==> src/rtl/fp_mul_core.sv <==
// fp_mul_core
//   Sequential IEEE-754 single-precision multiply core. It unpacks two operands and
//   forms the 48-bit mantissa product with a radix-2 shift-add engine, one multiplier
//   bit per cycle, LSB first. It then normalizes the product, computes the biased
//   exponent and presents the result to the downstream rounding stage.
//   A result is produced 26 cycles after an accepted start.
//
// Ports
//   clk              rising-edge clock
//   reset            asynchronous, active-high reset; aborts any operation in flight
//   start            1-cycle request, accepted only in IDLE or DONE
//   a_in, b_in       operands {sign, exp[7:0], frac[22:0]}
//   busy             high while multiplying or normalizing
//   mantissa_out     normalized product: [47]=0, hidden bit at [46], guard bit at [22]
//   exponent_out     biased result exponent (1..254 when no exception)
//   sign_out         a_in[31] ^ b_in[31]
//   mux_en_rounding  exception: exponent out of range or Inf/NaN operand
//   enable_rounding  result valid; held high through DONE
//   no_start         high while IDLE (no result held)
module fp_mul_core #(
  parameter int MANT_W = 24,
  parameter int EXP_W  = 8,
  parameter int BIAS   = 127
) (
  input  logic                  clk,
  input  logic                  reset,
  input  logic                  start,
  input  logic [31:0]           a_in,
  input  logic [31:0]           b_in,
  output logic                  busy,
  output logic [2*MANT_W-1:0]   mantissa_out,
  output logic [EXP_W:0]        exponent_out,
  output logic                  sign_out,
  output logic                  mux_en_rounding,
  output logic                  enable_rounding,
  output logic                  no_start
);

  localparam int PW      = 2 * MANT_W;        // product width
  localparam int FRAC_W  = MANT_W - 1;        // stored fraction width
  localparam int EW      = EXP_W + 2;         // signed exponent working width
  localparam int CNT_W   = $clog2(MANT_W);
  localparam int EXP_MAX = (1 << EXP_W) - 2;  // largest finite biased exponent

  typedef enum logic [1:0] {IDLE, MULT, NORM, DONE} state_t;

  state_t                 state_q, state_d;
  logic [CNT_W-1:0]       cnt_q, cnt_d;
  logic [PW-1:0]          mcand_q, mcand_d;   // multiplicand, shifted left each cycle
  logic [MANT_W-1:0]      mplier_q, mplier_d; // multiplier, shifted right each cycle
  logic [PW-1:0]          acc_q, acc_d;
  logic [EXP_W-1:0]       ea_q, ea_d;
  logic [EXP_W-1:0]       eb_q, eb_d;
  logic                   sign_q, sign_d;

  logic [PW-1:0]          mant_out_q, mant_out_d;
  logic [EXP_W:0]         exp_out_q, exp_out_d;
  logic                   sign_out_q, sign_out_d;
  logic                   mux_en_q, mux_en_d;
  logic                   enable_q, enable_d;

  logic signed [EW-1:0]   e_raw, e_adj;
  logic [PW-1:0]          p_norm;

  // Product of two [1,2) mantissas lies in [1,4); a single right shift brings it back
  // to [1,2). The bit shifted out is folded into bit 0 so rounding still sees it.
  function automatic logic [PW-1:0] normalize(input logic [PW-1:0] p);
    if (p[PW-1])
      normalize = {1'b0, p[PW-1:2], p[1] | p[0]};
    else
      normalize = p;
  endfunction

  function automatic logic exp_out_of_range(input logic signed [EW-1:0] e);
    exp_out_of_range = (e > $signed(EW'(EXP_MAX))) || (e < $signed(EW'(1)));
  endfunction

  always_comb begin
    e_raw  = $signed({2'b00, ea_q}) + $signed({2'b00, eb_q}) - $signed(EW'(BIAS));
    e_adj  = acc_q[PW-1] ? e_raw + $signed(EW'(1)) : e_raw;
    p_norm = normalize(acc_q);
  end

  always_comb begin
    state_d    = state_q;
    cnt_d      = cnt_q;
    mcand_d    = mcand_q;
    mplier_d   = mplier_q;
    acc_d      = acc_q;
    ea_d       = ea_q;
    eb_d       = eb_q;
    sign_d     = sign_q;
    mant_out_d = mant_out_q;
    exp_out_d  = exp_out_q;
    sign_out_d = sign_out_q;
    mux_en_d   = mux_en_q;
    enable_d   = enable_q;

    case (state_q)
      IDLE, DONE: begin
        if (start) begin
          // Accepting a new op retracts the previous result's valid/exception flags
          // immediately; data outputs keep their old values until the next NORM.
          state_d  = MULT;
          cnt_d    = '0;
          acc_d    = '0;
          ea_d     = a_in[FRAC_W+EXP_W-1:FRAC_W];
          eb_d     = b_in[FRAC_W+EXP_W-1:FRAC_W];
          sign_d   = a_in[31] ^ b_in[31];
          // A zero exponent field means zero: denormals are flushed by clearing
          // the hidden bit.
          mcand_d  = {{MANT_W{1'b0}}, (a_in[FRAC_W+EXP_W-1:FRAC_W] != '0), a_in[FRAC_W-1:0]};
          mplier_d = {(b_in[FRAC_W+EXP_W-1:FRAC_W] != '0), b_in[FRAC_W-1:0]};
          enable_d = 1'b0;
          mux_en_d = 1'b0;
        end
      end

      MULT: begin
        acc_d    = acc_q + (mplier_q[0] ? mcand_q : '0);
        mcand_d  = mcand_q << 1;
        mplier_d = mplier_q >> 1;
        cnt_d    = cnt_q + 1'b1;
        if (cnt_q == CNT_W'(MANT_W - 1))
          state_d = NORM;
      end

      NORM: begin
        state_d    = DONE;
        enable_d   = 1'b1;
        sign_out_d = sign_q;
        mant_out_d = p_norm;
        exp_out_d  = e_adj[EXP_W:0];
        // Inf/NaN takes priority over zero so Inf*0 is still flagged.
        if ((ea_q == '1) || (eb_q == '1)) begin
          mux_en_d = 1'b1;
        end else if ((ea_q == '0) || (eb_q == '0)) begin
          mant_out_d = '0;
          exp_out_d  = '0;
          mux_en_d   = 1'b0;
        end else begin
          mux_en_d = exp_out_of_range(e_adj);
        end
      end

      default: state_d = IDLE;
    endcase
  end

  always_ff @(posedge clk or posedge reset) begin
    if (reset) begin
      state_q    <= IDLE;
      cnt_q      <= '0;
      mcand_q    <= '0;
      mplier_q   <= '0;
      acc_q      <= '0;
      ea_q       <= '0;
      eb_q       <= '0;
      sign_q     <= 1'b0;
      mant_out_q <= '0;
      exp_out_q  <= '0;
      sign_out_q <= 1'b0;
      mux_en_q   <= 1'b0;
      enable_q   <= 1'b0;
    end else begin
      state_q    <= state_d;
      cnt_q      <= cnt_d;
      mcand_q    <= mcand_d;
      mplier_q   <= mplier_d;
      acc_q      <= acc_d;
      ea_q       <= ea_d;
      eb_q       <= eb_d;
      sign_q     <= sign_d;
      mant_out_q <= mant_out_d;
      exp_out_q  <= exp_out_d;
      sign_out_q <= sign_out_d;
      mux_en_q   <= mux_en_d;
      enable_q   <= enable_d;
    end
  end

  assign busy            = (state_q == MULT) || (state_q == NORM);
  assign no_start        = (state_q == IDLE);
  assign mantissa_out    = mant_out_q;
  assign exponent_out    = exp_out_q;
  assign sign_out        = sign_out_q;
  assign mux_en_rounding = mux_en_q;
  assign enable_rounding = enable_q;

endmodule

==> config.mk <==
export PLATFORM = sky130hd
export DESIGN_NAME = fp_mul_core
export DESIGN_NICKNAME = d
export VERILOG_FILES = /design/src/rtl/fp_mul_core.sv
export SDC_FILE = /design/constraint.sdc
export NUM_CORES = 1
export LEC_CHECK = 0
export CAP_MARGIN = 20
export CORE_UTILIZATION = 45
export CTS_CLUSTER_DIAMETER = 150
export DETAILED_ROUTE_END_ITERATION = 6
export PLACE_DENSITY = 0.68
export SLEW_MARGIN = 10
export SYNTH_ARGS = -nofsm -noshare
export SYNTH_HDL_FRONTEND = slang
export SYNTH_SLANG_ARGS = --single-unit
==> constraint.sdc <==
create_clock -name clk -period 6.5 [get_ports clk]
set_clock_uncertainty 0.1 [all_clocks]
set_input_delay 0.975 -clock clk [delete_from_list [all_inputs] [get_ports clk]]
set_output_delay 0.975 -clock clk [all_outputs]
set_load 0.03 [all_outputs]
==> flow_metrics.tcl <==
set metrics [dict create \
    io_pins 129 \
    synthesis.area_um2 12090 \
    fin_nets 1556 \
    vias 9583 \
    netlist-cell-type-count 74 \
    routedWlPerCell_um 15.64 \
    cp_slowest_cell "dfrtp_1" \
    worstPathRequired_ps 6810 \
    drtIter0Drc 587 \
    cp-start-kind "flop" \
    synth_top_family_by_area "compound AO/OA/AOI/OAI gates" \
    cp_num_buf_inv 1 \
    rows 59 \
    grt_use_total 0.2034 \
    end_kind "flop" \
    syn-instance-count 1324 \
    clk_latency_ps 520 \
    coreArea_um2 26210 \
    yosys_warnings 0 \
    grt_overflow 0 \
    outcome "complete, but fails checks" \
    relSlewSlack 0.3450 \
    synth_fp_nets 1461 \
    ys.flop_type "dfrtp_1" \
    synth_compound_area_frac 0.1871 \
    cp_data_arrival_time_ps 4050 \
    synth.yosys.seq_area_share 0.4202 \
    dp_cells 1727 \
    area_delta_synth_final_pct 19.46 \
    numCtsBuffers 24 \
    hold_viol_final 0 \
    violations "design-rule violations" \
    htree_levels 1 \
    gp_congestion 0.8854 \
    rr_startpoint "mplier_q[0]" \
    antenna_found_initial 1 \
    grt_max_degree 97 \
    die-width_um 165.9 \
    cts_resized 0 \
    first_global_vias 9223 \
    power_density_nw_per_um2 460.0 \
    ff2ff_setup_slack_ps 2760 \
    via_per_inst 5.405 \
    hold_path_class "reg -> reg" \
    dieHeight_um 165.9 \
    hold_depth 2 \
    switching_share 0.4340 \
    clk_pin_slew_ps 60 \
    max-vdd-ir-drop_uv 285.4 \
    synth-simple-area-share 0.1519 \
    portBuffers 127 \
    cp_max_fo 30 \
    ys_ff_latch 203 \
    fin_tns_setup_ps 0 \
    worst_r2r_endpoint "acc_q[47]" \
    final_max_slew_viol_count 0 \
    p_leak_uw 0.006446 \
    final_core_util 0.5511 \
    timing.fmax_mhz 267.6 \
    clkPwrFrac 0.193 \
    p_int_uw 3760 \
    timing.final.crit_period_ps 3737 \
    hold_start "mplier_q[3]" \
    synth_edf_count 0 \
    cts_tree "yes" \
    postRouteWirelength_um 27730 \
    crit_family "compound AO/OA/AOI/OAI gates" \
    detailed_place_hpwl_um 19630 \
    drc_errors 9 \
    drtPass1Iterations 7 \
    worstMarginPinSlew_ps 980.3 \
    clockBufferDepth 3 \
    final_cells 1773 \
    cp_slowest_stage_delay_ps 640 \
    crit_top_cell "a31o_1" \
    p_seq_frac 0.304 \
    die_area_um2 27520 \
    synth_xor_area_frac 0.04337 \
    min_period_over_period 0.5750 \
    async_reset_ff_frac 1.000 \
    initial_core_util 0.4613 \
    finalSetupViolCount 0 \
    r2r_cells 13 \
    synthAdderAreaFrac 0.07369 \
    mostFrequentLayoutCell "nand2_1" \
    drive_gt1_frac 0.08490 \
    cts_setup_buffers 0 \
    drtAntennaViolNets 0 \
    cap_violations 0 \
    muxShareOfSynthArea 0.07545 \
    hold_end "mplier_q[3]" \
    rsz0062_at_grt "no" \
    pwr-share-comb 0.503 \
    path_class "reg -> reg" \
    cts_root_buffer "clkbuf_16" \
    avgSynthCellArea_um2 9.131 \
    power_uw 6643 \
    final_cell_mix "nand2_1 (203), dfrtp_1 (202), clkdlybuf4s50_1 (127)" \
    crit_chain "buf_4 > and2_1 > ha_1 > a211oi_2 > o211ai_1 > a31o_1 > a21oi_1 > o21ai_1 > a211oi_1 > nor2_1 > or4_1 > a31o_1 > o31ai_1" \
    power.switching_uw 2883 \
    postCtsHoldBufs 0 \
    cts.sinks 203 \
    grt_pass1_wl_um 46930 \
]
==> worst reg2reg max path: cells and delay by family, from the launching register on <==
family | cells | cell delay, ps
AOI/OAI and AO/OA | 8 | 1540
and+or+nand+nor | 3 | 690
DFF | 1 | 640
buffers and inverters | 1 | 370
adders and majority gates | 1 | 300
==> layer usage <==
metal | track usage | wire (um) | part of all wire
met4 | 0.04063 | 274 | 0.0099
met3 | 0.02884 | 949 | 0.034
met2 | 0.3366 | 13270 | 0.48
met5 | 0 | 0 | 0
met1 | 0.2845 | 13240 | 0.48
==> area by class of cell <==
| class | count | area, um^2 |
|---|---|---|
| sequential | 203 | 5081 |
| tap | 335 | 419.2 |
| fill | 2351 | 11770 |
| inverter | 80 | 304.0 |
| multi-input combinational | 970 | 6471 |
| antenna | 1 | 2.502 |
| timing repair buffer | 140 | 1406 |
| clock inverter | 10 | 57.56 |
| clock buffer | 34 | 699.4 |
==> synth_stat cells, types with 3 or more instances <==
cell	n	area, um^2
a211o_1	4	35.03
a211oi_1	5	37.54
a21o_1	23	172.7
a21oi_1	48	240.2
a22o_1	30	262.8
a311oi_1	3	26.28
a31oi_1	3	18.77
a32o_1	3	30.03
and2_1	52	325.3
and3_1	3	18.77
buf_1	8	30.03
clkbuf_1	60	225.2
dfrtp_1	203	5080
ha_1	68	850.8
inv_1	80	300.3
mux2_2	49	551.8
mux2i_1	36	360.4
nand2_1	203	762.0
nand2b_1	6	37.54
nand3_1	13	65.06
nand3b_1	3	22.52
nand4_1	18	112.6
nor2_1	74	277.8
nor2b_1	3	18.77
nor3_1	6	30.03
nor4_1	11	68.82
o211ai_1	8	60.06
o21a_1	4	30.03
o21ai_0	94	470.5
o21ai_1	19	95.09
o21bai_1	5	37.54
o22ai_1	66	412.9
o31ai_1	4	30.03
or3_1	3	18.77
xnor2_1	29	254.0
xor2_1	29	254.0
==> per-stage QoR <==
stage	area, um^2	hold slack, ps	setup WS, ps
after floorplan	12090	344.4	2795
after global placement	13660	359.4	2886
after detailed placement	13660	374.6	2819
after CTS	14420	387.4	2774
after global routing	14440	410.3	2426
final	14440	381.9	2763
==> logic make-up after synthesis <==
| family | count (synthesis) |
|---|---|
| compound gates | 350 |
| xor+xnor | 59 |
| fa+ha+maj | 70 |
| buf+inv | 151 |
| flops | 203 |
| mux | 85 |
| other cells | 1 |
| simple gates | 405 |
==> power groups by stage <==
stage,Sequential [uW],Clock (uW),Combinational (uW)
6_report,2020,1280,3340
5_1_grt,2080,1360,3720
4_1_cts,2020,1300,3360
3_5_place_dp,2040,0,3340
3_3_place_gp,2030,0,3280
2_1_floorplan,2160,0,2300
==> worst max path at each step <==
stage / cells past startpoint / slack (ps) / startpoint / end
after detailed placement: 13 / 2820 / mplier_q[0] / acc_q[28]
after global routing: 13 / 2430 / mplier_q[0] / acc_q[47]
final: 13 / 2760 / mplier_q[0] / acc_q[47]
after global placement: 13 / 2890 / mplier_q[0] / acc_q[28]
after floorplan: 1 / 2790 / reset / acc_q[0]
after CTS: 13 / 2770 / mplier_q[0] / acc_q[47]
==> registers in the layout, indices dropped and copies added, names as in the netlist <==
name and flops:
acc_q 48, cnt_q 5, ea_q 8, eb_q 8, enable_rounding 1, exponent_out 9, mantissa_out 47, mcand_q 48
mplier_q 24, mux_en_rounding 1, sign_out 1, sign_q 1, state_q 2
Power figures use the tool's default switching activity.
